[src/rtl/button_press_ctrl.sv]
// Debounced push-button controller: synchronizes a raw active-low button, accepts
// presses after a stable debounce window, and holds a visual pressed state for N frames.
module button_press_ctrl #(
    parameter int DEBOUNCE_CYCLES = 125000,
    parameter int HOLD_FRAMES     = 8
) (
    input  logic       clk,
    input  logic       rst,
    input  logic       btn_n,
    input  logic       frame_tick,
    input  logic       enable,
    output logic       press_pulse,
    output logic       btn_down,
    output logic [7:0] press_count
);

    localparam int DCNT_W = $clog2(DEBOUNCE_CYCLES);
    localparam logic [DCNT_W-1:0] DCNT_LAST = DCNT_W'(DEBOUNCE_CYCLES - 1);
    localparam logic [DCNT_W-1:0] DCNT_ZERO = {DCNT_W{1'b0}};
    localparam logic [DCNT_W-1:0] DCNT_ONE  = DCNT_W'(1);
    localparam logic [7:0]        HOLD_LOAD = 8'(HOLD_FRAMES);

    typedef enum logic [1:0] {
        IDLE       = 2'd0,
        DB_PRESS   = 2'd1,
        PRESSED    = 2'd2,
        DB_RELEASE = 2'd3
    } state_t;

    logic              sync1_r;
    logic              sync2_r;
    logic              sync_lvl_s;
    state_t            state_r;
    state_t            state_nxt_s;
    logic [DCNT_W-1:0] dcnt_r;
    logic [DCNT_W-1:0] dcnt_nxt_s;
    logic [7:0]        hcnt_r;
    logic              press_set_s;
    logic              pressed_vis_s;
    logic              press_pulse_r;
    logic              btn_down_r;
    logic [7:0]        press_count_r;

    assign sync_lvl_s = ~sync2_r;

    // Two-flop synchronizer; resets to the released level.
    always_ff @(posedge clk) begin
        if (rst) begin
            sync1_r <= 1'b1;
            sync2_r <= 1'b1;
        end else begin
            sync1_r <= btn_n;
            sync2_r <= sync1_r;
        end
    end

    // FSM state and debounce counter register.
    always_ff @(posedge clk) begin
        if (rst) begin
            state_r <= IDLE;
            dcnt_r  <= DCNT_ZERO;
        end else begin
            state_r <= state_nxt_s;
            dcnt_r  <= dcnt_nxt_s;
        end
    end

    // Next-state and debounce-count logic; disable overrides everything.
    always_comb begin
        state_nxt_s = state_r;
        dcnt_nxt_s  = dcnt_r;
        if (!enable) begin
            state_nxt_s = IDLE;
            dcnt_nxt_s  = DCNT_ZERO;
        end else begin
            case (state_r)
                IDLE: begin
                    if (sync_lvl_s) begin
                        state_nxt_s = DB_PRESS;
                        dcnt_nxt_s  = DCNT_ZERO;
                    end else begin
                        state_nxt_s = IDLE;
                    end
                end
                DB_PRESS: begin
                    if (!sync_lvl_s) begin
                        state_nxt_s = IDLE;
                        dcnt_nxt_s  = DCNT_ZERO;
                    end else if (dcnt_r == DCNT_LAST) begin
                        state_nxt_s = PRESSED;
                    end else begin
                        dcnt_nxt_s = dcnt_r + DCNT_ONE;
                    end
                end
                PRESSED: begin
                    if (!sync_lvl_s) begin
                        state_nxt_s = DB_RELEASE;
                        dcnt_nxt_s  = DCNT_ZERO;
                    end else begin
                        state_nxt_s = PRESSED;
                    end
                end
                DB_RELEASE: begin
                    if (sync_lvl_s) begin
                        state_nxt_s = PRESSED;
                    end else if (dcnt_r == DCNT_LAST) begin
                        state_nxt_s = IDLE;
                        dcnt_nxt_s  = DCNT_ZERO;
                    end else begin
                        dcnt_nxt_s = dcnt_r + DCNT_ONE;
                    end
                end
                default: begin
                    state_nxt_s = IDLE;
                    dcnt_nxt_s  = DCNT_ZERO;
                end
            endcase
        end
    end

    // Output decode: a press is only a DB_PRESS->PRESSED transition, never a release bounce.
    always_comb begin
        press_set_s   = 1'b0;
        pressed_vis_s = 1'b0;
        case (state_r)
            DB_PRESS: begin
                press_set_s   = (state_nxt_s == PRESSED);
                pressed_vis_s = 1'b0;
            end
            PRESSED, DB_RELEASE: begin
                press_set_s   = 1'b0;
                pressed_vis_s = 1'b1;
            end
            default: begin
                press_set_s   = 1'b0;
                pressed_vis_s = 1'b0;
            end
        endcase
    end

    // Registered press pulse and the press counter it advances.
    always_ff @(posedge clk) begin
        if (rst) begin
            press_pulse_r <= 1'b0;
            press_count_r <= 8'd0;
        end else begin
            press_pulse_r <= press_set_s;
            if (press_pulse_r) begin
                press_count_r <= press_count_r + 8'd1;
            end
        end
    end

    // Frame hold counter: reload on a press beats a same-cycle frame decrement.
    always_ff @(posedge clk) begin
        if (rst) begin
            hcnt_r <= 8'd0;
        end else if (!enable) begin
            hcnt_r <= 8'd0;
        end else if (press_pulse_r) begin
            hcnt_r <= HOLD_LOAD;
        end else if (frame_tick && (hcnt_r != 8'd0)) begin
            hcnt_r <= hcnt_r - 8'd1;
        end
    end

    // Visual pressed state, one cycle behind state/hcnt.
    always_ff @(posedge clk) begin
        if (rst) begin
            btn_down_r <= 1'b0;
        end else begin
            btn_down_r <= pressed_vis_s || (hcnt_r != 8'd0);
        end
    end

    assign press_pulse = press_pulse_r;
    assign btn_down    = btn_down_r;
    assign press_count = press_count_r;

endmodule

[config.mk]
export PLATFORM = sky130hd
export DESIGN_NAME = button_press_ctrl
export DESIGN_NICKNAME = d
export VERILOG_FILES = /design/src/rtl/button_press_ctrl.sv
export SDC_FILE = /design/constraint.sdc
export NUM_CORES = 1
export LEC_CHECK = 0
export CAP_MARGIN = 20
export CORE_MARGIN = 5
export CORE_UTILIZATION = 40
export DETAILED_ROUTE_END_ITERATION = 8
export GPL_TIMING_DRIVEN = 0
export PLACE_DENSITY = 0.57
export SLEW_MARGIN = 15
export SYNTH_ARGS = -nofsm -noshare
export SYNTH_HDL_FRONTEND = slang
export SYNTH_SLANG_ARGS = --single-unit
[constraint.sdc]
create_clock -name clk -period 5.5 [get_ports clk]
set_input_delay 0.825 -clock clk [delete_from_list [all_inputs] [get_ports clk]]
set_output_delay 0.825 -clock clk [all_outputs]
set_load 0.005 [all_outputs]
==> impl_metrics.tcl, run 1 <==
set metrics [dict create \
    pwr-share-clk 0.330 \
    htreeDepth 2 \
    detail-route-antenna-nets 0 \
    slew_viol_final 0 \
    diodes 0 \
    power.switching_mw 0.175 \
    io_buffers 14 \
    yosys.area.top_type "dfxtp_1" \
    viasPerCell 5.45 \
    worstPathRequired_ps 5720 \
    multi_input_area_sq_um 1030 \
    cts.clk_slew.worst_paths_ps 70 \
    initial_core_util 0.405 \
    yosysSeqAreaShare 0.414 \
    synth-main-ff-cell "dfxtp_1" \
    area_growth_pct 16.3 \
    routabilityCongestion 0.747 \
    synth_area_sq_um 1890 \
    die_x_microns 78.7 \
    relSlewSlack 0.538 \
    worstPathBufferInverterCount 2 \
    synthXorXnorAreaFrac 0.0882 \
    critPathLaunchType "input port" \
    nFillCells 470 \
    synthArstFlopShare 0 \
    yosys_warnings 0 \
    fmax_mhz 461 \
    cts.sinks 39 \
    path_class "input port to register" \
    skew_ps 4.49 \
    slowest_delay_ps 450 \
    synth_mux_area_frac 0.00531 \
    cts_buffers 5 \
    timing.setup.tns_ps 0 \
    crit_cells 6 \
    wirelength_microns 3850 \
    drive_above_1_share 0.0894 \
    final_util 0.471 \
    power_density_nw_per_um2 292 \
    synth_compound_area_frac 0.133 \
    grt-ovfl-total 0 \
    ir_drop_mv 0.123 \
    final_nets 243 \
    synth_top_family_by_area "simple AND/OR/NAND/NOR gates" \
    first_iter_violations 72 \
    maxCapViolations 0 \
    crit_arrival_ps 2390 \
    drc 0 \
    p_comb_frac 0.186 \
    critPathSlowestCell "clkdlybuf4s50_1" \
    yosysTopAreaCellShare 0.414 \
    ys_ff_latch 39 \
    worst_r2r_endpoint "dcnt_r[14]" \
    timing.rr.start "dcnt_r[0]" \
    antenna_found_initial 0 \
    netlist_top_cells_area "dfxtp_1, nor2_1, xor2_1" \
    die_area_sq_um 6190 \
    reg2reg_setup_slack_ps 3420 \
    finalSetupViolCount 0 \
    io_pins 15 \
    fp.dieH_microns 78.7 \
    grt_use_total 0.137 \
    final_hold_viol_count 0 \
    power_leakage_nw 0.687 \
    internal_power_mw 0.466 \
    placed_area_sq_um 2090 \
    fin_crit_sh 0.395 \
    reg2regPathDepth 6 \
    grt_max_degree 12 \
    critPathLaunch "frame_tick" \
    ff_latch_area_sq_um 781 \
    syn_inst 213 \
    grt_pass1_vias 1448 \
    post-dp-hpwl_microns 2750 \
    clk-insertion-delay-late_ps 290 \
    crit_end "hcnt_r[4]" \
    synth_fp_nets 222 \
    swShare 0.273 \
    core_sq_um 4660 \
    detail_route.first_pass.iterations 4 \
    cts_hold_buf 0 \
    ctsLongestPathBuffers 2 \
    pwr-share-seq 0.484 \
    vias 1576 \
    synth_most_common_cell "dfxtp_1" \
    rsz0062_at_grt "no" \
    worstPathMaxFanout 8 \
    worstMarginPinSlew_ps 687 \
    std_cell_rows 25 \
    crit_family "simple AND/OR/NAND/NOR gates" \
    end_kind "register" \
    final_area_sq_um 2190 \
    status "complete, no violations" \
    synth.distinct_cells 44 \
    synth_common_cells "dfxtp_1, nor2_1, nand2_1, xor2_1, nand4_1" \
    crit_chain "clkdlybuf4s50_1 -> inv_1 -> a31oi_2 -> nand2_1 -> or4_1 -> a21oi_1" \
    root_buffer "clkbuf_8" \
    cts_resized 0 \
    wl_per_cell_microns 13.3 \
    synth_fa_ha_area_frac 0.0265 \
    cts_tree "done" \
    post-route-min-period_ps 2170 \
    grt_pass1_wl_microns 6840 \
    synthSimpleGateAreaFrac 0.295 \
    synth.avg_cell_area_sq_um 8.86 \
    synth_edf_count 0 \
    cts_setup_buffers 0 \
    hp-class "register to register" \
]
## layout make-up
| type | count | area share |
|---|---|---|
| multi-input cells | 160 | 0.471 |
| well taps | 54 | 0.0308 |
| flip-flops and latches | 39 | 0.356 |
| inverters | 6 | 0.0103 |
| plain buffers | 8 | 0.0228 |
| clock buffers | 8 | 0.0456 |
| repair buffers | 14 | 0.0639 |
## routing by layer
metal  GRT usage  vias to the layer above  share of wire
met4      0.0524                        0          0.016
met3      0.0275                        5          0.055
li1            -                      812              -
met1       0.194                      725           0.50
met2       0.205                       34           0.43
met5           0                        -              0
## cell families (layout without fill, tap and decap cells)
kind of cell / after synthesis / in the layout
buffers and inverters: 14 / 36
AND/OR/NAND/NOR: 102 / 102
XOR/XNOR: 19 / 19
AO/OA/AOI/OAI: 34 / 34
adder cells (fa/ha/maj): 4 / 4
flip-flops: 39 / 39
multiplexers: 1 / 1
## worst min-delay path by stage
| stage | to | cells after the start | from |
|---|---|---|---|
| 2_1_floorplan | sync2_r | 1 | sync1_r |
| 3_3_place_gp | sync2_r | 1 | sync1_r |
| 3_5_place_dp | sync2_r | 1 | sync1_r |
| 4_1_cts | sync2_r | 1 | sync1_r |
| 5_1_grt | sync2_r | 1 | sync1_r |
| 6_report | sync2_r | 1 | sync1_r |
## state kept, by name (all words and copies together), names as in the netlist
register and count:
dcnt_r 17, hcnt_r 8, press_count 8, state_r 2, btn_down 1, press_pulse 1
sync1_r 1, sync2_r 1
## worst register-to-register path: cells and delay by family (launching register included)
kind | cells | cell delay (ps)
and+or+nand+nor | 2 | 260
DFF | 1 | 350
adders and majority gates | 1 | 270
AOI/OAI and AO/OA | 3 | 1120
## through the flow
| stage | total power [mW] | setup slack [ps] | hold WS, ps | std cells |
|---|---|---|---|---|
| floorplan | 0.412 | 3620 | 389 | 213 |
| global placement | 0.437 | 3040 | 394 | 281 |
| detailed placement | 0.436 | 3040 | 402 | 281 |
| CTS | 0.650 | 3350 | 420 | 289 |
| global route | 0.679 | 3190 | 440 | 289 |
| finish | 0.641 | 3330 | 419 | 289 |
## layout by cell type (no fill, tap or decap), types with 3 or more instances in the layout
cell type        synthesis  final
nand4_1                 11     11
a41oi_1                  3      3
o21ai_0                  5      5
ha_1                     4      4
dfxtp_1                 39     39
a21oi_1                  7      7
clkbuf_1                 3      4
a31oi_1                  3      3
nor3_1                   6      6
nand3_1                  8      8
nand2_1                 16     16
xor2_1                  12     12
a311oi_1                 4      4
nor2_1                  30     30
clkdlybuf4s50_1          0     14
nor2b_1                  3      3
or4_1                    3      3
xnor2_1                  7      7
clkbuf_8                 0      7
nor4_1                   3      3
inv_1                    6      6
a211oi_1                 3      3
or2_2                    3      3
nand2b_1                 4      4
or3_1                    3      3
nand4bb_1                3      3
## power by group through the flow
stage | clock network (mW) | registers (mW) | logic [mW]
finish | 0.212 | 0.310 | 0.119
global route | 0.232 | 0.312 | 0.135
CTS | 0.219 | 0.310 | 0.121
detailed placement | 0 | 0.317 | 0.120
global placement | 0 | 0.317 | 0.120
floorplan | 0 | 0.314 | 0.0975
Note: power is estimated with default switching activity, not from simulation.
==> inputs of run 2 (changes only) <==
==> constraint.sdc (replaced) <==
create_clock -name clk -period 2 [get_ports clk]
set_input_delay 0.3 -clock clk [delete_from_list [all_inputs] [get_ports clk]]
set_output_delay 0.3 -clock clk [all_outputs]
set_load 0.005 [all_outputs]
==> run 2 against run 1 <==
Clock skew is 0.52 ps higher. Critical path depth up 1. Sequential share of layout area fell by 2.1 points. Register-to-register slack lost 3300 ps. Largest cell class unchanged. Highest routed layer unchanged.
==> impl_metrics.tcl, run 2 (synthesis gave the netlist of run 1 again) <==
set metrics [dict create \
    status "complete, no violations" \
    io_buffers 14 \
    end_kind "register" \
    fin_crit_sh 0.958 \
    core_sq_um 4660 \
    relSlewSlack 0.538 \
    post-route-min-period_ps 1920 \
    cts_buffers 5 \
    io_pins 15 \
    clk-insertion-delay-late_ps 290 \
    reg2regPathDepth 7 \
    grt_max_degree 12 \
    final_area_sq_um 2380 \
    worstHoldStart "sync1_r" \
    timing.setup.tns_ps 0 \
    cts_tree "done" \
    antenna_found_initial 0 \
    grt_pass1_wl_microns 7120 \
    placed_area_sq_um 2090 \
    layout_common_cells "dfxtp_1, nor2_1, nand2_1" \
    grt-ovfl-total 0 \
    p_total_mw 1.76 \
    rsz0062_at_grt "yes" \
    die_x_microns 78.7 \
    ctsLongestPathBuffers 2 \
    viasPerCell 5.37 \
    worstMarginPinSlew_ps 686 \
    cts.sinks 39 \
    vias 1632 \
    wirelength_microns 4210 \
    final_nets 258 \
    maxCapViolations 0 \
    root_buffer "clkbuf_8" \
    drive_above_1_share 0.192 \
    drc 0 \
    critPathLaunchType "register" \
    area_growth_pct 26.3 \
    hold_depth 1 \
    finalSetupViolCount 0 \
    diodes 0 \
    worstPathBufferInverterCount 3 \
    first_iter_violations 76 \
    detail_route.first_pass.iterations 4 \
    path_class "register to register" \
    grt_use_total 0.146 \
    ir_drop_mv 0.339 \
    slowest_delay_ps 550 \
    path_common_cell "buf_6" \
    wl_per_cell_microns 13.8 \
    critPathSlowestCell "or4b_4" \
    worst_r2r_endpoint "dcnt_r[14]" \
    routabilityCongestion 0.747 \
    cts.clk_slew.worst_paths_ps 70 \
    timing.rr.start "dcnt_r[9]" \
    worstPathRequired_ps 2200 \
    largest_register_ffs 17 \
    std_cell_rows 25 \
    worstPathMaxFanout 6 \
    final_util 0.511 \
    power_leakage_nw 0.779 \
    power_density_nw_per_um2 741 \
    crit_chain "or4b_4 -> nor4_4 -> buf_4 -> buf_6 -> a21oi_4 -> buf_6 -> a311oi_2" \
    post-dp-hpwl_microns 2750 \
    slew_viol_final 0 \
    fmax_mhz 522 \
    crit_family "simple AND/OR/NAND/NOR gates" \
    fp.dieH_microns 78.7 \
    skew_ps 5.02 \
    detail-route-antenna-nets 0 \
    die_area_sq_um 6190 \
    htreeDepth 2 \
    crit_arrival_ps 2110 \
    reg2reg_setup_slack_ps 80 \
    final_hold_viol_count 0 \
    layout_commonest_cell "dfxtp_1" \
    initial_core_util 0.405 \
    grt_pass1_vias 1480 \
    hold_end "sync2_r" \
    hp-class "register to register" \
    regMostFlops "dcnt_r" \
]
## run 2: worst max path at each step
stage | cells after the start | startpoint | endpoint | slack, ps
2_1_floorplan | 7 | dcnt_r[8] | dcnt_r[4] | 120
3_3_place_gp | 6 | dcnt_r[0] | dcnt_r[8] | -80
3_5_place_dp | 6 | dcnt_r[0] | dcnt_r[8] | -70
4_1_cts | 9 | dcnt_r[0] | dcnt_r[14] | 0.2
5_1_grt | 7 | dcnt_r[9] | dcnt_r[14] | -10
6_report | 7 | dcnt_r[9] | dcnt_r[14] | 80
## run 2: cell type report
type | count | area, sq um
plain buffers | 6 | 35.0
clock buffers | 8 | 100
fillers | 448 | 2280
inverters | 6 | 22.5
multi-input cells | 160 | 1080
flip-flops and latches | 39 | 797
well taps | 54 | 67.6
repair buffers | 31 | 280
## run 2: metrics by stage
step,std cells,worst slack [ps],hold slack (ps)
after floorplan,213,116,389
after global placement,281,-80.5,394
after detailed placement,281,-70.7,402
after CTS,296,0.238,420
after global routing,304,-13.4,439
final,304,83.4,419
## run 2: what timing repair did
item	in CTS	in global routing
gates cloned	2	0
setup endpoints to repair	14	16
endpoints found under the hold margin	0	0
resized for setup	18	9
buffers inserted	7	9
pin swaps	8	5
hold buffers	0	0
## run 2: power breakdown
part / total [mW] / internal [mW] / leakage (nW) / switching [mW]
logic: 0.337 / 0.155 / 0.408 / 0.182
registers: 0.849 / 0.813 / 0.320 / 0.0364
clock network: 0.578 / 0.315 / 0.0515 / 0.263
## run 2: layer usage
| layer | wire length, microns | vias to the layer above | global-route usage |
|---|---|---|---|
| li1 | - | 845 | - |
| met1 | 2080 | 745 | 0.201 |
| met2 | 1910 | 40 | 0.220 |
| met3 | 178 | 2 | 0.0413 |
| met4 | 31 | 0 | 0.0420 |
| met5 | 0 | - | 0 |
## run 2: worst register-to-register path, delay by kind of cell (launching register included)
kind	cells	cell delay (ps)
buffers and inverters	3	430
and+or+nand+nor	2	720
DFF	1	350
AOI/OAI and AO/OA	2	330
==> inputs of run 3 (changes only) <==
--- a/config.mk
+++ b/config.mk
@@ -11,6 +11,7 @@
 export DETAILED_ROUTE_END_ITERATION = 8
 export GPL_TIMING_DRIVEN = 0
 export PLACE_DENSITY = 0.57
+export SKIP_CTS_REPAIR_TIMING = 1
 export SLEW_MARGIN = 15
 export SYNTH_ARGS = -nofsm -noshare
 export SYNTH_HDL_FRONTEND = slang
==> constraint.sdc (replaced) <==
create_clock -name clk -period 2 [get_ports clk]
set_input_delay 0.4 -clock clk [delete_from_list [all_inputs] [get_ports clk]]
set_output_delay 0.4 -clock clk [all_outputs]
set_load 0.005 [all_outputs]
==> run 3 against run 2 <==
Global-route usage decreased by 0.82 points. Critical path type unchanged. The run now ends with negative setup slack left. Sequential share of layout area decreased by 0.96 points. Maximum frequency is 5.7% lower. Clock skew shrank 0.55 ps. Via count about the same. Die area is the same. First-iteration DRC count rose by 17%.
==> impl_metrics.tcl, run 3 (synthesis gave the netlist of run 1 again) <==
set metrics [dict create \
    cts.clk_slew.worst_paths_ps 70 \
    viasPerCell 5.49 \
    critPathSlowestCell "or4b_4" \
    htreeDepth 2 \
    die_x_microns 78.7 \
    io_buffers 14 \
    crit_end "dcnt_r[13]" \
    final_hold_viol_count 0 \
    violations "negative setup slack" \
    grt_max_degree 12 \
    routed.top_layer "met4" \
    vias 1631 \
    initial_core_util 0.405 \
    regMostFlops "dcnt_r" \
    grt_use_total 0.137 \
    worst_r2r_endpoint "dcnt_r[13]" \
    crit_family "simple AND/OR/NAND/NOR gates" \
    routabilityCongestion 0.747 \
    reg2regPathDepth 6 \
    wl_per_cell_microns 14.6 \
    ctsLongestPathBuffers 2 \
    worstPathRequired_ps 2200 \
    end_kind "register" \
    grt_pass1_wl_microns 6840 \
    wirelength_microns 4340 \
    drive_above_1_share 0.218 \
    crit_cells 6 \
    hold_slack_ps 417 \
    worstPathBufferInverterCount 2 \
    met3_length_microns 141 \
    nFillCells 451 \
    cts.sinks 39 \
    hp-class "register to register" \
    grt-ovfl-total 0 \
    die_area_sq_um 6190 \
    layoutNonFillerInstCount 297 \
    finalSetupViolCount 5 \
    critPathLaunchType "register" \
    fp.dieH_microns 78.7 \
    detail_route.first_pass.iterations 4 \
    maxCapViolations 0 \
    drc 0 \
    layout_common_cells "dfxtp_1, nor2_1, nand2_1" \
    multi_input_area_sq_um 1180 \
    ir_drop_mv 0.391 \
    std_cell_rows 25 \
    layout_commonest_cell "dfxtp_1" \
    root_buffer "clkbuf_8" \
    critPathLaunch "dcnt_r[11]" \
    met2WireLength_microns 1990 \
    io_pins 15 \
    post-dp-hpwl_microns 2750 \
    met1Wirelength_microns 2140 \
    timing.setup.tns_ps -101 \
    cts_tree "done" \
    place_ws_ps -70.7 \
    worstMarginPinSlew_ps 689 \
    relSlewSlack 0.537 \
    core_sq_um 4660 \
    rsz0062_at_grt "yes" \
    slew_viol_final 0 \
    fin_crit_sh 1.02 \
    power_density_nw_per_um2 732 \
    reg2reg_setup_slack_ps -30 \
    setup_ws_ps -32.2 \
    power_leakage_nw 0.751 \
    final_nets 251 \
    area_growth_pct 29.2 \
    post-route-min-period_ps 2030 \
    detail-route-antenna-nets 0 \
    ff_latch_area_sq_um 792 \
    path_class "register to register" \
    status "complete, but fails checks" \
    diodes 0 \
    crit_chain "or4b_4 -> nor4_4 -> buf_4 -> a21oi_4 -> clkbuf_16 -> a311oi_2" \
    slowest_delay_ps 500 \
    clk-insertion-delay-late_ps 290 \
    placed_cells 281 \
    fmax_mhz 492 \
    crit_arrival_ps 2230 \
    timing.rr.start "dcnt_r[11]" \
    worstPathMaxFanout 6 \
    first_iter_violations 89 \
    largest_register_ffs 17 \
    skew_ps 4.47 \
    p_total_mw 1.78 \
    grt_pass1_vias 1448 \
    cts_buffers 5 \
    antenna_found_initial 0 \
]
[run 3: cell types whose count changed in the layout (fill, tap and decap cells not counted), moves of 3 or more]
cell | previous run | this run
buf_6 | 5 | 2
buf_4 | 13 | 8
nor2_1 | 30 | 24
nor2_2 | 0 | 5
[run 3: how the worst min path moves through the flow]
| stage | slack (ps) | cells past startpoint | end | startpoint |
|---|---|---|---|---|
| after floorplan | 390 | 1 | sync2_r | sync1_r |
| after CTS | 420 | 1 | sync2_r | sync1_r |
| after detailed placement | 400 | 1 | sync2_r | sync1_r |
| after global routing | 440 | 1 | sync2_r | sync1_r |
| after global placement | 390 | 1 | sync2_r | sync1_r |
| final | 420 | 1 | sync2_r | sync1_r |
[run 3: stage by stage]
stage	utilization	cell area [sq um]
6_report	0.523	2440
5_1_grt	0.523	2440
4_1_cts	0.471	2190
3_5_place_dp	0.449	2090
3_3_place_gp	0.449	2090
2_1_floorplan	-	1890
[run 3: routing by layer]
metal  GRT usage  vias to the layer above
met5           0                        -
met2       0.205                       22
li1            -                      833
met4      0.0524                        0
met3      0.0275                        4
met1       0.194                      772
[run 3: worst register-to-register path: stages, from the launching register on]
cell and delay (ps):
dfxtp_2 420, or4b_4 500, nor4_4 320, buf_4 190
a21oi_4 90, clkbuf_16 200, a311oi_2 230
[run 3: where the power goes]
part	switching [mW]	internal, mW
registers	0.0370	0.814
logic	0.189	0.164
clock network	0.266	0.315
[run 3: layout make-up]
type	instances	area share
clock buffers	8	0.0411
plain buffers	6	0.0159
well taps	54	0.0277
flip-flops and latches	39	0.325
repair buffers	24	0.0986
inverters	6	0.00924
multi-input cells	160	0.483
